--- src/rtl/recover_2n_feeder.sv ---
// Feeds buffered column pairs to the recover stage one beat per cycle, counts the
// results that come back, and reports the end of the frame or a protocol error.
module recover_2n_feeder #(
    parameter int unsigned DATA_WIDTH = 27,
    parameter int unsigned NUM_BEATS  = 1024,
    parameter int unsigned LATENCY    = 8
) (
    input  logic                      clk,
    input  logic                      rst_n,
    input  logic                      start,
    input  logic                      pause,
    output logic                      busy,
    output logic                      done,
    output logic                      err,
    output logic                      rd_en,
    output logic [9:0]                rd_addr,
    input  logic [16*DATA_WIDTH-1:0]  rd_col1,
    input  logic [16*DATA_WIDTH-1:0]  rd_col2,
    output logic                      valid,
    output logic [10:0]               index_col_1,
    output logic [10:0]               index_col_2,
    output logic [16*DATA_WIDTH-1:0]  out_col1,
    output logic [16*DATA_WIDTH-1:0]  out_col2,
    input  logic                      fft_ready
);

    localparam int unsigned W = 16 * DATA_WIDTH;

    localparam logic [10:0] LastBeat  = 11'(NUM_BEATS - 1);
    localparam logic [11:0] BeatTotal = 12'(NUM_BEATS);
    localparam logic [10:0] WdLimit   = 11'(LATENCY + 4);

    typedef enum logic [1:0] {
        StIdle,
        StRun,
        StDrain,
        StDone
    } state_e;

    state_e      state_q, state_d;
    logic [10:0] issue_q, issue_d;
    logic [10:0] ret_q, ret_d;
    logic [10:0] wd_q, wd_d;
    logic        err_q, err_d;

    logic         valid_q;
    logic [10:0]  idx1_q, idx2_q;
    logic [W-1:0] hold1_q, hold2_q;

    logic [10:0] ret_sat;
    logic [10:0] wd_sat;
    logic [11:0] ret_with_now;

    // Control state and counters
    always_ff @(posedge clk or negedge rst_n) begin
        if (!rst_n) begin
            state_q <= StIdle;
            issue_q <= '0;
            ret_q   <= '0;
            wd_q    <= '0;
            err_q   <= 1'b0;
        end else begin
            state_q <= state_d;
            issue_q <= issue_d;
            ret_q   <= ret_d;
            wd_q    <= wd_d;
            err_q   <= err_d;
        end
    end

    // Next-state logic, counters and the sticky error flag
    always_comb begin
        state_d      = state_q;
        issue_d      = issue_q;
        ret_d        = ret_q;
        wd_d         = wd_q;
        err_d        = err_q;
        ret_sat      = (ret_q == '1) ? ret_q : ret_q + 11'd1;
        wd_sat       = (wd_q == '1) ? wd_q : wd_q + 11'd1;
        ret_with_now = {1'b0, ret_q} + {11'd0, fft_ready};

        unique case (state_q)
            StIdle: begin
                if (start) begin
                    state_d = StRun;
                    issue_d = '0;
                    ret_d   = '0;
                    wd_d    = '0;
                    err_d   = 1'b0;
                end else if (fft_ready) begin
                    err_d = 1'b1;
                end
            end
            StRun: begin
                if (!pause) begin
                    issue_d = issue_q + 11'd1;
                    if (issue_q == LastBeat) begin
                        state_d = StDrain;
                    end
                end
                if (fft_ready) begin
                    ret_d = ret_sat;
                    // A return with nothing outstanding is a protocol violation.
                    if (ret_q >= issue_q) begin
                        err_d = 1'b1;
                    end
                end
                wd_d = valid_q ? 11'd1 : wd_sat;
            end
            StDrain: begin
                if (fft_ready) begin
                    ret_d = ret_sat;
                    if (ret_q >= issue_q) begin
                        err_d = 1'b1;
                    end
                end
                wd_d = valid_q ? 11'd1 : wd_sat;
                if (ret_with_now >= BeatTotal) begin
                    state_d = StDone;
                end else if (!valid_q && (wd_sat >= WdLimit)) begin
                    // Results stopped arriving: give up on the frame.
                    err_d   = 1'b1;
                    state_d = StDone;
                end
            end
            StDone: begin
                state_d = StIdle;
                if (fft_ready) begin
                    err_d = 1'b1;
                end
            end
            default: state_d = StIdle;
        endcase
    end

    // Beat pipeline: valid and indices follow the read strobe by one cycle
    always_ff @(posedge clk or negedge rst_n) begin
        if (!rst_n) begin
            valid_q <= 1'b0;
            idx1_q  <= '0;
            idx2_q  <= '0;
            hold1_q <= '0;
            hold2_q <= '0;
        end else begin
            valid_q <= rd_en;
            if (rd_en) begin
                idx1_q <= {rd_addr, 1'b0};
                idx2_q <= {rd_addr, 1'b1};
            end
            if (valid_q) begin
                hold1_q <= rd_col1;
                hold2_q <= rd_col2;
            end
        end
    end

    // Outputs; data passes straight through on a valid beat and holds otherwise
    always_comb begin
        busy        = (state_q != StIdle);
        done        = (state_q == StDone);
        err         = err_q;
        rd_en       = (state_q == StRun) && !pause;
        rd_addr     = issue_q[9:0];
        valid       = valid_q;
        index_col_1 = idx1_q;
        index_col_2 = idx2_q;
        out_col1    = valid_q ? rd_col1 : hold1_q;
        out_col2    = valid_q ? rd_col2 : hold2_q;
    end

endmodule

--- config.mk ---
export PLATFORM = sky130hd
export DESIGN_NAME = recover_2n_feeder
export DESIGN_NICKNAME = d
export VERILOG_FILES = /design/src/rtl/recover_2n_feeder.sv
export SDC_FILE = /design/constraint.sdc
export NUM_CORES = 1
export LEC_CHECK = 0
export ABC_AREA = 1
export CAP_MARGIN = 25
export CORE_AREA = 5 5 685 687
export CTS_CLUSTER_DIAMETER = 60
export DETAILED_ROUTE_END_ITERATION = 10
export DIE_AREA = 0 0 690 692
export DONT_BUFFER_PORTS = 1
export HOLD_SLACK_MARGIN = 0.12
export PLACE_DENSITY = 0.3
export SLEW_MARGIN = 0
export SYNTH_ARGS = -nofsm -noshare
export SYNTH_HDL_FRONTEND = slang
export SYNTH_SLANG_ARGS = --single-unit
export TNS_END_PERCENT = 1
--- constraint.sdc ---
create_clock -name clk -period 2.81 [get_ports clk]
set_input_delay 0.843 -clock clk [delete_from_list [all_inputs] [get_ports clk]]
set_output_delay 0.843 -clock clk [all_outputs]
set_load 0.005 [all_outputs]
# Word level (Yosys, flattened, before mapping)
# Index checks and enable logic that the tools add are counted.
[totals]
register_bits = 922
inputBits = 869
output_inout_bits = 901
word_cells = 66
[op_classes]
addsub = 4
n_lt_le_gt_ge = 3
eq_ne = 12
muxes = 24
reduce_logical = 13
[ops]
columns = ["cell", "n"]
rows = [
  ["$mux 432", 2],
  ["$mux 11", 6],
  ["$pmux 11 s2", 3],
  ["$add 11x1->11 const B", 3],
  ["$eq 11x11->1 const B", 2],
  ["$add 11x1->12", 1],
  ["$ge 12x11->1 const B", 1],
  ["$eq 11x10->1 const B", 1],
  ["$ge 11x11->1", 1],
  ["$ge 11x4->1 const B", 1],
  ["$mux 2", 5],
  ["$ne 2x2->1 const B", 4],
  ["$pmux 2 s4", 1],
  ["$reduce_and 4->1", 2],
  ["$mux 1", 6],
  ["$reduce_bool 2->1", 3],
  ["$eq 2x2->1 const B", 2],
  ["$pmux 1 s4", 1],
  ["$ne 3x3->1 const B", 1],
  ["$reduce_and 3->1", 1],
  ["$eq 2x1->1 const B", 1],
  ["$logic_and 1x1->1", 2],
  ["$logic_not 1->1", 2],
  ["$logic_not 2->1", 1],
  ["other kinds (3)", 3],
]

# Logic depth before layout (Yosys ltp)
[logic_depth]
ltp_word = 7
ltp_mapped = 15
ltp_nobuf = 15

# Worst setup path before layout
# No wires, ideal clock.
[synth_path]
kind = "reg-to-output"
startpoint = "register valid_q, in the netlist valid"
endpoint = "output out_col1[122]"
t_arrival_ns = 1.305
required_time_ns = 1.967
setup_slack_ns = 0.662
path_stages_with_launch = 7
path_buffers = 3
cell_sequence = "dfrtp_1 > inv_1 > buf_4 > clkbuf_1 > clkbuf_1 > nand2_1 > nand2_1"
[synth_via]
elab_chain_len = 1
[synth_rtl]
columns = ["element", "line_no", "text"]
rows = [
  ["from (decl)", "46", "logic valid_q;"],
  ["from (signal assigned)", "145", "valid_q <= rd_en;"],
  ["$mux 432", "--", ""],
  ["to (decl)", "22", "output logic [16*DATA_WIDTH-1:0] out_col1,"],
]
# No other way between the ends.

# Worst setup path after layout
[layout_path]
startpoint = "register valid_q, in the netlist valid"
endpoint = "output out_col1[11]"
# Same word-level chain as after synthesis.

==> tab_implementation.tex <==
\begin{tabular}{lr}
\hline
Metric & Value \\
\hline
\multicolumn{2}{l}{\textbf{Timing}} \\
\quad Final setup margin & -543 ps \\
\quad Final worst hold slack & about 190 ps \\
\quad Final number of hold-violating endpoints & 0 \\
\quad Tmin final & 3350 ps \\
\quad Period utilisation layout & 119\% \\
\quad Achievable frequency & around 300 MHz \\
\quad Worst slew slack as a fraction of its limit & between 40\% and 50\% \\
\quad Clock Skew & between 40 and 50 ps \\
\quad Setup-failing EPs final & 866 \\
\quad RSZ-0062 raised after global routing & true \\
\quad Total count of max-transition violations in the final report & 0 \\
\quad Measured slew at the worst slew-check pin & $\sim$840 ps \\
\multicolumn{2}{l}{\textbf{Final layout}} \\
\quad Cell area after layout & about 63000 sq um \\
\quad Commonest non-fill, non-tap cell in the layout & sky130\_fd\_sc\_hd\_\_nand2\_1 \\
\quad Final core area utilization & 13.5\% \\
\quad Number of filler instances in the final layout & 52700 \\
\quad Leading cell types in the layout, fill and taps excluded & sky130\_fd\_sc\_hd\_\_nand2\_1 (1901), sky130\_fd\_sc\_hd\_\_dfrtp\_1 (911), sky130\_fd\_sc\_hd\_\_nand2\_2 (560) \\
\quad Area growth from synthesis to final layout & 77.4\% \\
\quad Area taken by multi-input logic gates & roughly 14000 sq um \\
\quad Register area & 22800 sq um \\
\quad Fraction of layout cells with a size suffix above 1 & between 30\% and 40\% \\
\quad Final-stage net count & about 5800 \\
\multicolumn{2}{l}{\textbf{Setup path}} \\
\quad Worst-path maximum fanout & 37 \\
\quad Most frequent cell on the critical path & sky130\_fd\_sc\_hd\_\_buf\_12 \\
\quad Worst setup path category & reg -> out \\
\quad Combined buffer and inverter count along the critical path & 5 \\
\quad Data arrival at the endpoint of the critical path & between 2000 and 3000 ps \\
\quad Slowest cell on the critical path & sky130\_fd\_sc\_hd\_\_dfrtp\_4 \\
\quad Longest individual stage delay on the worst path & 540 ps \\
\quad Crit path capture type & output port \\
\quad Launching instance or port of the critical path & valid \\
\quad Data required time at the worst endpoint & approximately 2000 ps \\
\quad Cell family with the largest share of critical-path delay & buffers and inverters \\
\quad R2r startpoint & valid \\
\quad Worst setup SP type & flop \\
\quad Crit path cell chain & buf\_12 -> buf\_16 -> buf\_12 -> buf\_16 -> nand2\_1 -> nand2\_4 -> buf\_12 \\
\multicolumn{2}{l}{\textbf{Place}} \\
\quad HPWL after DPL & approximately 350000 um \\
\quad Routability congestion estimate from global placement & roughly 1 \\
\quad Port Buffers & 0 \\
\quad Cell area reported after detailed placement & approximately 47000 sq um \\
\multicolumn{2}{l}{\textbf{Die}} \\
\quad Effective utilization at floorplan & 7.64\% \\
\quad Area of the die & 477000 sq um \\
\quad Overall die width & between 600 and 700 um \\
\quad Height of the die & slightly below 700 um \\
\quad Row Count & 250 \\
\quad IO Count & around 1800 \\
\quad Placeable core area & roughly 460000 sq um \\
\multicolumn{2}{l}{\textbf{Logic synthesis}} \\
\quad Post-synth ARST share & between 90\% and 100\% \\
\quad Number of different library cells in the post-synthesis netlist & 46 \\
\quad Net count of the mapped netlist & just under 5000 \\
\quad Mapped Cells & between 4000 and 5000 \\
\quad Sequential-to-total area share from yosys stat & between 60 and 70\% \\
\quad Synthesized area divided by synthesized cell count & between 8 and 9 sq um \\
\quad Area of the mapped netlist & 35300 sq um \\
\quad EDFF count, synth & 0 \\
\quad Post-synth top flop & sky130\_fd\_sc\_hd\_\_dfrtp\_1 \\
\quad Synthesis warning total & 0 \\
\quad Post-synthesis register bit count & slightly above 900 \\
\multicolumn{2}{l}{\textbf{Status}} \\
\quad Failing checks & negative setup slack \\
\quad Outcome & finished with violations \\
\multicolumn{2}{l}{\textbf{Detailed routing}} \\
\quad Via density & $\sim$3.1 \\
\quad Final WL & approximately 400000 um \\
\quad Via count of the routed design & around 35000 \\
\quad Detailed-routing iteration count for the pre-antenna-repair pass & 5 \\
\quad DR iter-0 viols & around 2400 \\
\quad Remaining number of nets flagged by the antenna check after routing & 0 \\
\quad Wire per inst & around 36 um \\
\quad DRC viols & 0 \\
\multicolumn{2}{l}{\textbf{GRT}} \\
\quad Wire length of the first global-routing pass & roughly 500000 um \\
\quad Via count of the first global-routing pass & 33600 \\
\quad Tot GR Track Use & about 16\% \\
\quad Overflow left after global routing & 0 \\
\quad Number of antenna violations at the first check in global routing & 440 \\
\quad Maximum number of pins on one net before global-route repair & 59 \\
\multicolumn{2}{l}{\textbf{Power and ir drop}} \\
\quad Total leakage power & between 20 and 30 nW \\
\quad Power density over the cells & approximately 1300 nW/um\^{}2 \\
\quad Maximum ir drop on the vdd rail & between 0.0005 and 0.0006 V \\
\quad Overall power after layout & 79.1 mW \\
\multicolumn{2}{l}{\textbf{Clock tree}} \\
\quad Total clock buffers created by CTS & 171 \\
\quad Clock latency reported for the late side of the worst-skew pair & approximately 860 ps \\
\quad Number of clock sinks seen by CTS & just over 900 \\
\quad H-tree depth & 4 \\
\quad Root cell of the clock tree & sky130\_fd\_sc\_hd\_\_clkbuf\_16 \\
\quad CTS tree & done \\
\quad Clock buffer depth & 4 \\
\quad Post-CTS clock slew at the launch and capture registers of the worst setup and hold paths & 50 ps \\
\multicolumn{2}{l}{\textbf{Job}} \\
\quad Max cap viols & 0 \\
\multicolumn{2}{l}{\textbf{Worst hold path}} \\
\quad Hold wc startpoint & rd\_col2[384] \\
\quad Hold/Removal Path Class & in -> reg \\
\hline
\end{tabular}
## cells in the mapped netlist (2+ instances only)
master	instances	share of area, %
sky130_fd_sc_hd__a21oi_1	17	0.24
sky130_fd_sc_hd__buf_1	17	0.18
sky130_fd_sc_hd__buf_2	2	0.028
sky130_fd_sc_hd__buf_4	23	0.49
sky130_fd_sc_hd__buf_6	3	0.096
sky130_fd_sc_hd__clkbuf_1	175	1.9
sky130_fd_sc_hd__dfrtp_1	912	65
sky130_fd_sc_hd__ha_1	21	0.74
sky130_fd_sc_hd__inv_1	47	0.50
sky130_fd_sc_hd__inv_2	8	0.085
sky130_fd_sc_hd__nand2_1	2676	28
sky130_fd_sc_hd__nand2_2	9	0.16
sky130_fd_sc_hd__nand3_1	26	0.37
sky130_fd_sc_hd__nand3b_1	2	0.043
sky130_fd_sc_hd__nand4_1	11	0.19
sky130_fd_sc_hd__nor2_1	23	0.24
sky130_fd_sc_hd__nor2_2	5	0.089
sky130_fd_sc_hd__nor2_4	2	0.064
sky130_fd_sc_hd__nor3_1	5	0.071
sky130_fd_sc_hd__nor3b_1	2	0.043
sky130_fd_sc_hd__nor4_1	2	0.035
sky130_fd_sc_hd__o21ai_0	23	0.33
sky130_fd_sc_hd__o21ai_2	3	0.074
sky130_fd_sc_hd__o22ai_1	8	0.14
sky130_fd_sc_hd__o31ai_1	4	0.085
sky130_fd_sc_hd__or2_2	3	0.053
sky130_fd_sc_hd__xnor2_1	2	0.050
sky130_fd_sc_hd__xor2_1	6	0.15
## where the power goes
part | switching [mW] | internal, mW | leakage, nW
combinational | 24.4 | 11.2 | 13.9
sequential | 1.90 | 19.3 | 11.2
clock | 8.72 | 13.5 | 2.89
total | 35.0 | 44.1 | 28.1
## what timing repair did
item,4_1_cts,5_1_grt
resized for setup,676,527
cloned,38,10
setup buffers,36,5
hold buffers,376,15
setup endpoints to repair,866,867
pin swaps,21,42
hold endpoints to repair,410,15
## cells by family (layout without fill, tap and decap cells)
| group | count (synthesis) | count (layout) | synth area share [%] |
|---|---|---|---|
| buffers and inverters | 275 | 1232 | 3.24 |
| xor gates and xnor gates | 8 | 8 | 0.199 |
| and+or+nand+nor | 2774 | 2774 | 30.1 |
| AOI/OAI and AO/OA | 64 | 64 | 1.07 |
| other | 1 | 160 | 0.0106 |
| adders and majority gates | 21 | 21 | 0.744 |
| DFF | 912 | 912 | 64.7 |
## layer usage
metal	global-route usage [%]	vias up	share of wire, %
met5	0	-	0.41
met4	4.50	252	3.5
met3	10.1	1037	13
met2	27.3	2144	47
met1	17.5	17100	36
li1	-	14300	-
## path summary, 6_finish.rpt
path                                     end  slack [ps]  cells after the start
worst max-delay path            out_col1[11]        -540                      7
max in group asynchronous       hold1_q[335]        1150                      4
worst min-delay path            hold2_q[384]         190                      2
worst max register to register       wd_q[2]         510                      8
min in group asynchronous                err         610                      2
worst min register to register  hold2_q[379]         480                      2
## cell type report
type	count	share of cell area (%)
repair inverters	2	0.0619
well taps	6174	12.3
clock buffers	198	7.22
repair buffers	865	17.5
inverters	55	0.372
clock inverters	112	2.33
multi-input cells	2868	23.1
flip-flops and latches	912	36.4
diodes	159	0.635
## state kept, by name, indices dropped and copies added (netlist names), 2 cells and up
signal,cells
hold2_q,432
index_col_2,11
ret_q,11
state_q,2
issue_q,11
hold1_q,432
wd_q,11
## worst register-to-register path, delay by kind of cell, from the launching register on
family,cells,cell delay (ps)
AO/OA/AOI/OAI,2,290
AND/OR/NAND/NOR,1,420
flip-flops,1,540
buffers and inverters,5,1000
## through the flow
step | setup WS (ps) | std cells | TNS, ps
2_1_floorplan | 662 | 4055 | 0
3_3_place_gp | -220 | 10400 | -476
3_5_place_dp | -232 | 10400 | -552
4_1_cts | -692 | 11200 | -509530
5_1_grt | -658 | 11200 | -465900
6_report | -543 | 11300 | -352840
No activity file was read; power rests on OpenSTA's default activity.
